File: src/rtl/liteic_slave_node_read_arb_if.sv
// Bus bundle for the liteic read-path slave node: per-master AR/R handshakes plus the slave AXI-Lite AR/R channels.
// The slave modport is the arbiter's view; the master modport is the crossbar/slave-side environment.
interface liteic_slave_node_read_arb_if #(
    parameter int NUM_MASTERS = 4,
    parameter int ADDR_WIDTH  = 32,
    parameter int RDATA_WIDTH = 34
);
    logic [NUM_MASTERS-1:0] mst_reqst_val_i;
    logic [NUM_MASTERS-1:0] mst_reqst_rdy_o;
    logic [ADDR_WIDTH-1:0]  mst_reqst_data_i [NUM_MASTERS];
    logic [3:0]             mst_reqst_arqos_i [NUM_MASTERS];
    logic [NUM_MASTERS-1:0] mst_resp_val_o;
    logic [NUM_MASTERS-1:0] mst_resp_rdy_i;
    logic [RDATA_WIDTH-1:0] mst_resp_data_o;
    logic                   slv_ar_valid_o;
    logic                   slv_ar_ready_i;
    logic [ADDR_WIDTH-1:0]  slv_ar_addr_o;
    logic [3:0]             slv_ar_qos_o;
    logic                   slv_r_valid_i;
    logic                   slv_r_ready_o;
    logic [RDATA_WIDTH-1:0] slv_r_data_i;

    modport slave (
        input  mst_reqst_val_i, mst_reqst_data_i, mst_reqst_arqos_i, mst_resp_rdy_i,
        input  slv_ar_ready_i, slv_r_valid_i, slv_r_data_i,
        output mst_reqst_rdy_o, mst_resp_val_o, mst_resp_data_o,
        output slv_ar_valid_o, slv_ar_addr_o, slv_ar_qos_o, slv_r_ready_o
    );

    modport master (
        output mst_reqst_val_i, mst_reqst_data_i, mst_reqst_arqos_i, mst_resp_rdy_i,
        output slv_ar_ready_i, slv_r_valid_i, slv_r_data_i,
        input  mst_reqst_rdy_o, mst_resp_val_o, mst_resp_data_o,
        input  slv_ar_valid_o, slv_ar_addr_o, slv_ar_qos_o, slv_r_ready_o
    );
endinterface

File: src/rtl/liteic_slave_node_read_arb.sv
// Read-path slave node: arbitrates master AR requests onto one AXI-Lite slave, one read outstanding.
// Define LITEIC_RD_ARB_QOS_EN to arbitrate by highest QoS (round-robin tie break); default is pure round-robin.
module liteic_slave_node_read_arb #(
    parameter int NUM_MASTERS  = 4,
    parameter int ADDR_WIDTH   = 32,
    parameter int RDATA_WIDTH  = 34,
    parameter int MST_ID_WIDTH = (NUM_MASTERS > 1) ? $clog2(NUM_MASTERS) : 1
) (
    input  logic                        clk_i,
    input  logic                        rst_i,
    liteic_slave_node_read_arb_if.slave bus,
    output logic                        busy_o,
    output logic [MST_ID_WIDTH-1:0]     grant_id_o
);
    typedef enum logic [1:0] {S_IDLE, S_ADDR, S_RESP} state_t;

    state_t                  r_state;
    state_t                  w_state_next;
    logic [MST_ID_WIDTH-1:0] r_rr_ptr;
    logic [MST_ID_WIDTH-1:0] r_grant_id;
    logic [ADDR_WIDTH-1:0]   r_addr;
    logic [3:0]              r_qos;

    logic                    w_any_req;
    logic                    w_found;
    logic [MST_ID_WIDTH-1:0] w_idx;
    logic [MST_ID_WIDTH-1:0] w_winner;
    logic [MST_ID_WIDTH-1:0] w_rr_next;
    logic                    w_r_hs;
    logic                    w_ar_valid;
    logic                    w_r_ready;
    logic [NUM_MASTERS-1:0]  w_reqst_rdy;
    logic [NUM_MASTERS-1:0]  w_resp_val;
    logic [RDATA_WIDTH-1:0]  w_r_data;
`ifdef LITEIC_RD_ARB_QOS_EN
    logic [3:0]              w_best_qos;
`endif

    function automatic logic [MST_ID_WIDTH-1:0] rr_idx(input logic [MST_ID_WIDTH-1:0] ptr, input int k);
        int s;
        s = int'(ptr) + k;
        if (s >= NUM_MASTERS) s = s - NUM_MASTERS;
        return MST_ID_WIDTH'(s);
    endfunction

    // Scan in round-robin order from rr_ptr; the first hit wins (or the first hit of the highest QoS).
    always_comb begin
        w_any_req = |bus.mst_reqst_val_i;
        w_found   = 1'b0;
        w_idx     = '0;
        w_winner  = '0;
`ifdef LITEIC_RD_ARB_QOS_EN
        w_best_qos = '0;
`endif
        for (int k = 0; k < NUM_MASTERS; k++) begin
            w_idx = rr_idx(r_rr_ptr, k);
`ifdef LITEIC_RD_ARB_QOS_EN
            if (bus.mst_reqst_val_i[w_idx] && (!w_found || (bus.mst_reqst_arqos_i[w_idx] > w_best_qos))) begin
                w_found    = 1'b1;
                w_winner   = w_idx;
                w_best_qos = bus.mst_reqst_arqos_i[w_idx];
            end
`else
            if (bus.mst_reqst_val_i[w_idx] && !w_found) begin
                w_found  = 1'b1;
                w_winner = w_idx;
            end
`endif
        end
    end

    assign w_rr_next = (r_grant_id == MST_ID_WIDTH'(NUM_MASTERS - 1)) ? '0 : r_grant_id + MST_ID_WIDTH'(1);
    assign w_r_hs    = (r_state == S_RESP) && bus.slv_r_valid_i && bus.mst_resp_rdy_i[r_grant_id];

    always_ff @(posedge clk_i) begin
        if (rst_i) r_state <= S_IDLE;
        else       r_state <= w_state_next;
    end

    always_comb begin
        w_state_next = r_state;
        w_ar_valid   = 1'b0;
        w_r_ready    = 1'b0;
        case (r_state)
            S_IDLE: if (w_any_req) w_state_next = S_ADDR;
            S_ADDR: begin
                w_ar_valid = 1'b1;
                if (bus.slv_ar_ready_i) w_state_next = S_RESP;
            end
            S_RESP: begin
                w_r_ready = bus.mst_resp_rdy_i[r_grant_id];
                if (w_r_hs) w_state_next = S_IDLE;
            end
            default: w_state_next = S_IDLE;
        endcase
    end

    // Address and QoS are captured once at grant time so they stay stable under AR backpressure.
    always_ff @(posedge clk_i) begin
        if (rst_i) begin
            r_rr_ptr   <= '0;
            r_grant_id <= '0;
            r_addr     <= '0;
            r_qos      <= '0;
        end else begin
            if ((r_state == S_IDLE) && w_any_req) begin
                r_grant_id <= w_winner;
                r_addr     <= bus.mst_reqst_data_i[w_winner];
                r_qos      <= bus.mst_reqst_arqos_i[w_winner];
            end
            if (w_r_hs) r_rr_ptr <= w_rr_next;
        end
    end

    generate
        for (genvar gi = 0; gi < NUM_MASTERS; gi++) begin : g_mst
            assign w_reqst_rdy[gi] = (r_state == S_ADDR) && (r_grant_id == MST_ID_WIDTH'(gi)) && bus.slv_ar_ready_i;
            assign w_resp_val[gi]  = (r_state == S_RESP) && (r_grant_id == MST_ID_WIDTH'(gi)) && bus.slv_r_valid_i;
        end
    endgenerate

    assign w_r_data            = bus.slv_r_data_i;
    assign bus.mst_resp_data_o = w_r_data;
    assign bus.mst_reqst_rdy_o = w_reqst_rdy;
    assign bus.mst_resp_val_o  = w_resp_val;
    assign bus.slv_ar_valid_o  = w_ar_valid;
    assign bus.slv_ar_addr_o   = r_addr;
    assign bus.slv_ar_qos_o    = r_qos;
    assign bus.slv_r_ready_o   = w_r_ready;
    assign busy_o              = (r_state != S_IDLE);
    assign grant_id_o          = r_grant_id;
endmodule

File: src/flat_wrapper.sv
// flat-port wrapper written by rule: the top's interface ports become plain ports
module liteic_slave_node_read_arb_flat 
#(
    parameter int NUM_MASTERS  = 4,
    parameter int ADDR_WIDTH   = 32,
    parameter int RDATA_WIDTH  = 34,
    parameter int MST_ID_WIDTH = (NUM_MASTERS > 1) ? $clog2(NUM_MASTERS) : 1
)
  (clk_i, rst_i, busy_o, grant_id_o, bus_mst_reqst_val_i, bus_mst_reqst_data_i, bus_mst_reqst_arqos_i, bus_mst_resp_rdy_i, bus_slv_ar_ready_i, bus_slv_r_valid_i, bus_slv_r_data_i, bus_mst_reqst_rdy_o, bus_mst_resp_val_o, bus_mst_resp_data_o, bus_slv_ar_valid_o, bus_slv_ar_addr_o, bus_slv_ar_qos_o, bus_slv_r_ready_o);
  liteic_slave_node_read_arb_if #(.NUM_MASTERS(NUM_MASTERS), .ADDR_WIDTH(ADDR_WIDTH), .RDATA_WIDTH(RDATA_WIDTH)) bus_i ();
  input  logic clk_i;
  input  logic rst_i;
  output logic busy_o;
  output logic [MST_ID_WIDTH-1:0] grant_id_o;
  input wire logic [$bits(bus_i.mst_reqst_val_i)-1:0] bus_mst_reqst_val_i;
  input wire logic [$bits(bus_i.mst_reqst_data_i)-1:0] bus_mst_reqst_data_i;
  input wire logic [$bits(bus_i.mst_reqst_arqos_i)-1:0] bus_mst_reqst_arqos_i;
  input wire logic [$bits(bus_i.mst_resp_rdy_i)-1:0] bus_mst_resp_rdy_i;
  input wire logic [$bits(bus_i.slv_ar_ready_i)-1:0] bus_slv_ar_ready_i;
  input wire logic [$bits(bus_i.slv_r_valid_i)-1:0] bus_slv_r_valid_i;
  input wire logic [$bits(bus_i.slv_r_data_i)-1:0] bus_slv_r_data_i;
  output wire logic [$bits(bus_i.mst_reqst_rdy_o)-1:0] bus_mst_reqst_rdy_o;
  output wire logic [$bits(bus_i.mst_resp_val_o)-1:0] bus_mst_resp_val_o;
  output wire logic [$bits(bus_i.mst_resp_data_o)-1:0] bus_mst_resp_data_o;
  output wire logic [$bits(bus_i.slv_ar_valid_o)-1:0] bus_slv_ar_valid_o;
  output wire logic [$bits(bus_i.slv_ar_addr_o)-1:0] bus_slv_ar_addr_o;
  output wire logic [$bits(bus_i.slv_ar_qos_o)-1:0] bus_slv_ar_qos_o;
  output wire logic [$bits(bus_i.slv_r_ready_o)-1:0] bus_slv_r_ready_o;
  assign bus_i.mst_reqst_val_i = bus_mst_reqst_val_i;
  assign bus_i.mst_reqst_data_i = {>>{bus_mst_reqst_data_i}};
  assign bus_i.mst_reqst_arqos_i = {>>{bus_mst_reqst_arqos_i}};
  assign bus_i.mst_resp_rdy_i = bus_mst_resp_rdy_i;
  assign bus_i.slv_ar_ready_i = bus_slv_ar_ready_i;
  assign bus_i.slv_r_valid_i = bus_slv_r_valid_i;
  assign bus_i.slv_r_data_i = bus_slv_r_data_i;
  assign bus_mst_reqst_rdy_o = bus_i.mst_reqst_rdy_o;
  assign bus_mst_resp_val_o = bus_i.mst_resp_val_o;
  assign bus_mst_resp_data_o = bus_i.mst_resp_data_o;
  assign bus_slv_ar_valid_o = bus_i.slv_ar_valid_o;
  assign bus_slv_ar_addr_o = bus_i.slv_ar_addr_o;
  assign bus_slv_ar_qos_o = bus_i.slv_ar_qos_o;
  assign bus_slv_r_ready_o = bus_i.slv_r_ready_o;
  liteic_slave_node_read_arb #(.NUM_MASTERS(NUM_MASTERS), .ADDR_WIDTH(ADDR_WIDTH), .RDATA_WIDTH(RDATA_WIDTH), .MST_ID_WIDTH(MST_ID_WIDTH)) u_core (.clk_i(clk_i), .rst_i(rst_i), .bus(bus_i), .busy_o(busy_o), .grant_id_o(grant_id_o));
endmodule
File: config.mk
export PLATFORM = sky130hd
export DESIGN_NAME = liteic_slave_node_read_arb_flat
export DESIGN_NICKNAME = d
export VERILOG_FILES = /design/src/rtl/liteic_slave_node_read_arb_if.sv /design/src/rtl/liteic_slave_node_read_arb.sv /design/src/flat_wrapper.sv
export SDC_FILE = /design/constraint.sdc
export NUM_CORES = 1
export LEC_CHECK = 0
export CORE_AREA = 2 2 106 108
export DETAILED_ROUTE_END_ITERATION = 8
export DIE_AREA = 0 0 108 110
export GPL_ROUTABILITY_DRIVEN = 1
export MAX_ROUTING_LAYER = met4
export PLACE_DENSITY = 0.75
export SLEW_MARGIN = 10
export SYNTH_ARGS = -nofsm -noshare
export SYNTH_HDL_FRONTEND = slang
export SYNTH_SLANG_ARGS = --single-unit
File: constraint.sdc
create_clock -name clk_i -period 3.18 [get_ports clk_i]
set_clock_uncertainty 0.05 [all_clocks]
set_input_delay 0.477 -clock clk_i [delete_from_list [all_inputs] [get_ports clk_i]]
set_output_delay 0.477 -clock clk_i [all_outputs]
set_load 0.02 [all_outputs]
Yosys cells after proc, flatten, opt, wreduce, memory -nomap -nowiden
Cells that the tools add are included.
{"block": "totals", "register_bits": 42, "in_bits": 190, "out_inout_bits": 83, "wordCells": 96}
{"block": "classes", "add_sub_neg": 8, "magnitude_cmp": 10, "n_eq_ne": 8, "mux": 34, "bitwise_logic": 1, "reduce_logical": 30}
{"operator": "$bmux 32 s2", "n": 1}
{"operator": "$mux 32", "n": 2}
{"operator": "$mux 2", "n": 12}
{"operator": "$logic_and 1x1->1", "n": 22}
{"operator": "$lt 2x3->1 const B", "n": 5}
{"operator": "$ge 3x3->1 const B", "n": 4}
{"operator": "$bmux 1 s2", "n": 5}
{"operator": "$mux 1", "n": 10}
{"operator": "$bmux 4 s2", "n": 1}
{"operator": "$mux 4", "n": 2}
{"operator": "$sub 2x1->2 const B", "n": 4}
{"operator": "$add 2x2->3 const B", "n": 2}
{"operator": "$eq 2x2->1 const B", "n": 3}
{"operator": "$pmux 2 s3", "n": 1}
{"operator": "$eq 2x1->1 const B", "n": 2}
{"operator": "$logic_not 2->1", "n": 2}
{"operator": "$ne 2x1->1 const B", "n": 2}
{"operator": "$reduce_or 4->1", "n": 1}
{"operator": "$add 2x1->3 const B", "n": 1}
{"operator": "$ge 2x3->1 const B", "n": 1}
{"operator": "$logic_not 1->1", "n": 3}
{"operator": "$not 2->3", "n": 1}
{"operator": "$reduce_and 3->1", "n": 1}
{"operator": "$add 2x1->2 const B", "n": 1}
{"operator": "2 further kinds", "n": 2}

Logic depth before layout (Yosys ltp)
{"block": "depth", "depth_word": 18, "mapped_depth": 7}

Least setup slack after synthesis
No wires, ideal clock.
{"block": "synth_timing", "kind": "register to output", "from": "reg u_core.r_grant_id[0], in the netlist u_core.grant_id_o[0]", "to": "out bus_slv_r_ready_o", "arrival_time_ns": 1.302, "required_ns": 2.653, "setup_slack_ns": 1.351, "path_stages_with_launch": 3, "path_buffers": 0, "path_cell_list": "dfxtp_1 mux4_2 and2_1"}
{"block": "synth_via", "elab_chain_len": 3}
{"item": "start: declaration", "line_no": "liteic_slave_node_read_arb.sv:20", "rtl": "logic [MST_ID_WIDTH-1:0] r_grant_id;"}
{"item": "start signal: assignment", "line_no": "liteic_slave_node_read_arb.sv:107", "rtl": "r_grant_id <= w_winner;"}
{"item": "$bmux 1 s2", "line_no": "liteic_slave_node_read_arb.sv:91", "rtl": "w_r_ready = bus.mst_resp_rdy_i[r_grant_id];"}
{"item": "$mux 1 (implied by the code)", "line_no": "liteic_slave_node_read_arb.sv:91"}
{"item": "$mux 1", "line_no": "liteic_slave_node_read_arb.sv:84", "rtl": "case (r_state)"}
{"item": "end: declaration", "line_no": "flat_wrapper.sv:28", "rtl": "output wire logic [$bits(bus_i.slv_r_ready_o)-1:0] bus_slv_r_ready_o;"}
Every way passes these cells. The select of a mux whose other input is x is not followed.

Worst setup path in the final report
{"block": "layout_timing", "from": "in bus_mst_resp_rdy_i[3]", "to": "out bus_slv_r_ready_o"}
{"block": "layout_via", "elab_chain_len": 3}
{"item": "start: declaration", "line_no": "flat_wrapper.sv:18", "rtl": "input wire logic [$bits(bus_i.mst_resp_rdy_i)-1:0] bus_mst_resp_rdy_i;"}
{"item": "$bmux 1 s2", "line_no": "liteic_slave_node_read_arb.sv:91"}
{"item": "$mux 1 (implied by the code)", "line_no": "liteic_slave_node_read_arb.sv:91"}
{"item": "$mux 1", "line_no": "liteic_slave_node_read_arb.sv:84"}
Every way passes these cells. The select of a mux whose other input is x is not followed.

==> key figures <==
Cells and area
  • Reg area: between 800 and 900 µm²
  • Area Overhead vs Synth: 63.1%
  • Area of the multi-input gates: between 1500 and 2000 µm²
  • Fin nets: around 650
  • N_diodes: 0
  • Layout fillers: between 900 and 1000
  • Fraction of layout cells with a size suffix above 1: 0.120

Synthesis
  • Cell area after synthesis: 3100 µm²
  • Async S/R FF share, synth: 0
  • Synth Register Bits: 42
  • Syn Nets: approximately 490
  • Avg Cell Area, Syn: 10.6 µm²
  • Synth unique cells: 31
  • Yosys warnings: 0
  • Post-synth EDFFs: 0
  • Ys flop type: dfxtp_1
  • Sequential cell area fraction in the yosys report: 0.271
  • Syn Inst Count: 292

Worst hold path
  • Endpoint, Worst Hold: u_core.bus.slv_ar_qos_o[2]$_SDFFE_PP0P_
  • Worst Hold Depth: 2
  • HP Start: u_core.bus.slv_ar_qos_o[2]$_SDFFE_PP0P_
  • Hold Path Class: reg -> reg

Place
  • GPL Wtd Cong: roughly 0.78
  • HPWL after DPL: approximately 7700 µm
  • # port buffers: between 200 and 250

GRT
  • First-pass GRT wire length: 14300 µm
  • Largest net degree at the start of global routing: 31
  • Total gr overflow: 0
  • Initial antenna violation count: 0
  • GRT Util Overall: 0.156
  • Number of global-route vias before repair: between 2000 and 3000

Power and ir drop
  • LEAKAGE: between 1.5 and 2 nW
  • Cell Pwr Density: around 370 nW/µm²
  • Peak supply drop: between 200 and 250 µV

Floorplanning
  • Cell Rows: 38
  • Top Ports: around 270
  • Die area: roughly 12000 µm²
  • Initial Utilization: 0.290
  • Core box area: 10700 µm²
  • Die Wd: roughly 110 µm
  • Die Y-Extent: between 100 and 150 µm

Detailed routing
  • Drt total wl: 9770 µm
  • DR vias/cell: 4.75
  • Initial DRC Count: 71
  • Vias post-DR: 2840
  • Drt wl/cell: approximately 16 µm
  • Detail Route Antenna Nets: 0
  • Number of iterations in the first detailed-routing pass: 4
  • DRC Markers: 0

Worst setup path
  • Slowest stage cell, crit path: clkdlybuf4s50_1
  • Critical path's top delay family: buffers and inverters
  • R2R depth: 6
  • Critical path type: in -> out
  • CP arrival: about 2.1 ns
  • Most used cell along the critical path: clkdlybuf4s50_1
  • Crit end category: output pin
  • Crit path cell chain: clkdlybuf4s50_1, mux4_2, and2_1, clkdlybuf4s50_1
  • R2R Path Start: u_core.r_rr_ptr[1]$_SDFFE_PP0P_
  • R2R Setup Slk: between 1 and 1.5 ns
  • R2R Path End: u_core.bus.slv_ar_addr_o[17]$_SDFFE_PP0P_
  • Largest stage delay, worst path: approximately 0.53 ns
  • Levels on crit path: 4
  • Required time worst endpoint: 2.65 ns
  • Worst-path maximum fanout: 2
  • CP bufs+invs: 2
  • Crit start category: primary input

STA
  • Final Hold Vio Count: 0
  • Setup TNS: 0 ns
  • Worst-margin pin slew: between 0.6 and 0.7 ns
  • Fmax: 386 MHz
  • RSZ-0062 raised after global routing: no
  • Final hold slack: between 0.4 and 0.5 ns
  • Final setup viols: 0
  • Max-slew violation count: 0
  • Fin crit share: 0.816
  • Worst relative slew slack: 0.594
  • Tmin final: between 2 and 3 ns

Clock tree
  • Post-CTS Setup Bufs: 0
  • Clock transition at path regs: 0.09 ns
  • TritonCTS buffer count: 5
  • PostCTS Resize Cnt: 0
  • CTS root buf: clkbuf_8
  • CTS tree: yes
  • Maximum clock path buffer count: 2
  • Clock Sink Count: 42
  • Hold_buf cts: 0
  • Worst skew pair latency: ~0.28 ns
  • H-tree depth: 2

Job
  • Max_cap viols: 0

Outcome
  • Status: completed
==> synthesized netlist by cell type, types with 4 or more instances <==
cell | instances | area [µm²]
nand2_1 | 37 | 139
o221ai_2 | 30 | 450
nor2_1 | 5 | 18.8
inv_1 | 6 | 22.5
buf_4 | 37 | 278
ha_1 | 4 | 50.1
mux2i_1 | 75 | 751
buf_8 | 7 | 105
o221ai_1 | 7 | 61.3
a21oi_1 | 5 | 25.0
and3_1 | 8 | 50.1
buf_6 | 4 | 45.0
dfxtp_1 | 42 | 841
==> metrics by stage <==
step	power (mW)	util	std cells	area (µm²)	setup slack [ns]
6_report	1.88	0.473	598	5060	0.586
5_1_grt	1.97	0.473	598	5060	0.500
4_1_cts	1.92	0.473	598	5060	0.566
3_5_place_dp	1.37	0.460	590	4920	0.491
3_3_place_gp	1.35	0.460	590	4920	0.583
2_1_floorplan	1.07	-	292	3100	1.35
==> flip-flops by register name, indices dropped and copies added (netlist names) <==
register and flops:
u_core.grant_id_o 2, u_core.r_state 2, u_core.bus.slv_ar_qos_o 4, u_core.r_rr_ptr 2, u_core.bus.slv_ar_addr_o 32
==> final cells by class <==
class | count | area share
clock buffer | 6 | 0.0163
clock inverter | 2 | 0.0119
inverter | 7 | 0.00519
multi-input combinational | 189 | 0.341
sequential | 42 | 0.166
tap | 140 | 0.0346
timing repair buffer | 212 | 0.425
==> per-layer routing <==
| layer | part of all wire | global-route usage | vias to the layer above |
|---|---|---|---|
| li1 | - | - | 1365 |
| met3 | 0.10 | 0.0412 | 13 |
| met5 | 0 | - | - |
| met1 | 0.37 | 0.169 | 1317 |
| met4 | 0.0071 | 0.0366 | 0 |
| met2 | 0.52 | 0.288 | 145 |
==> logic make-up after synthesis <==
kind of cell / after synthesis / synth area share
multiplexers: 76 / 0.249
AND/OR/NAND/NOR: 62 / 0.0960
buffers and inverters: 61 / 0.179
AO/OA/AOI/OAI: 47 / 0.189
flip-flops: 42 / 0.271
adder cells (fa/ha/maj): 4 / 0.0161
==> report_power, final <==
part	internal [mW]	total (mW)	switching, mW	leakage [nW]
sequential	0.591	0.627	0.0357	0.347
combinational	0.413	0.720	0.307	1.41
clock	0.335	0.531	0.195	0.0714
==> worst min-delay path, cell delays in order, from the launching register on <==
cell and delay, ns:
dfxtp_1 0.33, nand2_1 0.06, o221ai_2 0.05
==> placed cells by master (no fill, tap or decap), types with 4 or more instances in the layout <==
master             n
a21oi_1            4
and3_1             8
buf_12             4
buf_4              4
clkbuf_8           6
clkdlybuf4s50_1  204
dfxtp_1           42
ha_1               4
inv_1              6
mux2i_1           75
nand2_1           37
nor2_1             5
o221ai_1           7
o221ai_2          30
==> how the worst max path moves through the flow <==
stage                                            from                                         to  slack, ns
detailed placement             bus_mst_reqst_val_i[0]  u_core.bus.slv_ar_addr_o[17]$_SDFFE_PP0P_       0.49
floorplan           u_core.grant_id_o[0]$_SDFFE_PP0P_                          bus_slv_r_ready_o       1.35
finish                          bus_mst_resp_rdy_i[3]                          bus_slv_r_ready_o       0.59
CTS                 u_core.grant_id_o[0]$_SDFFE_PP0P_                          bus_slv_r_ready_o       0.57
global placement               bus_mst_reqst_val_i[0]  u_core.bus.slv_ar_addr_o[11]$_SDFFE_PP0P_       0.58
global route        u_core.grant_id_o[0]$_SDFFE_PP0P_                          bus_slv_r_ready_o       0.50
(Power assumes the default switching activity.)
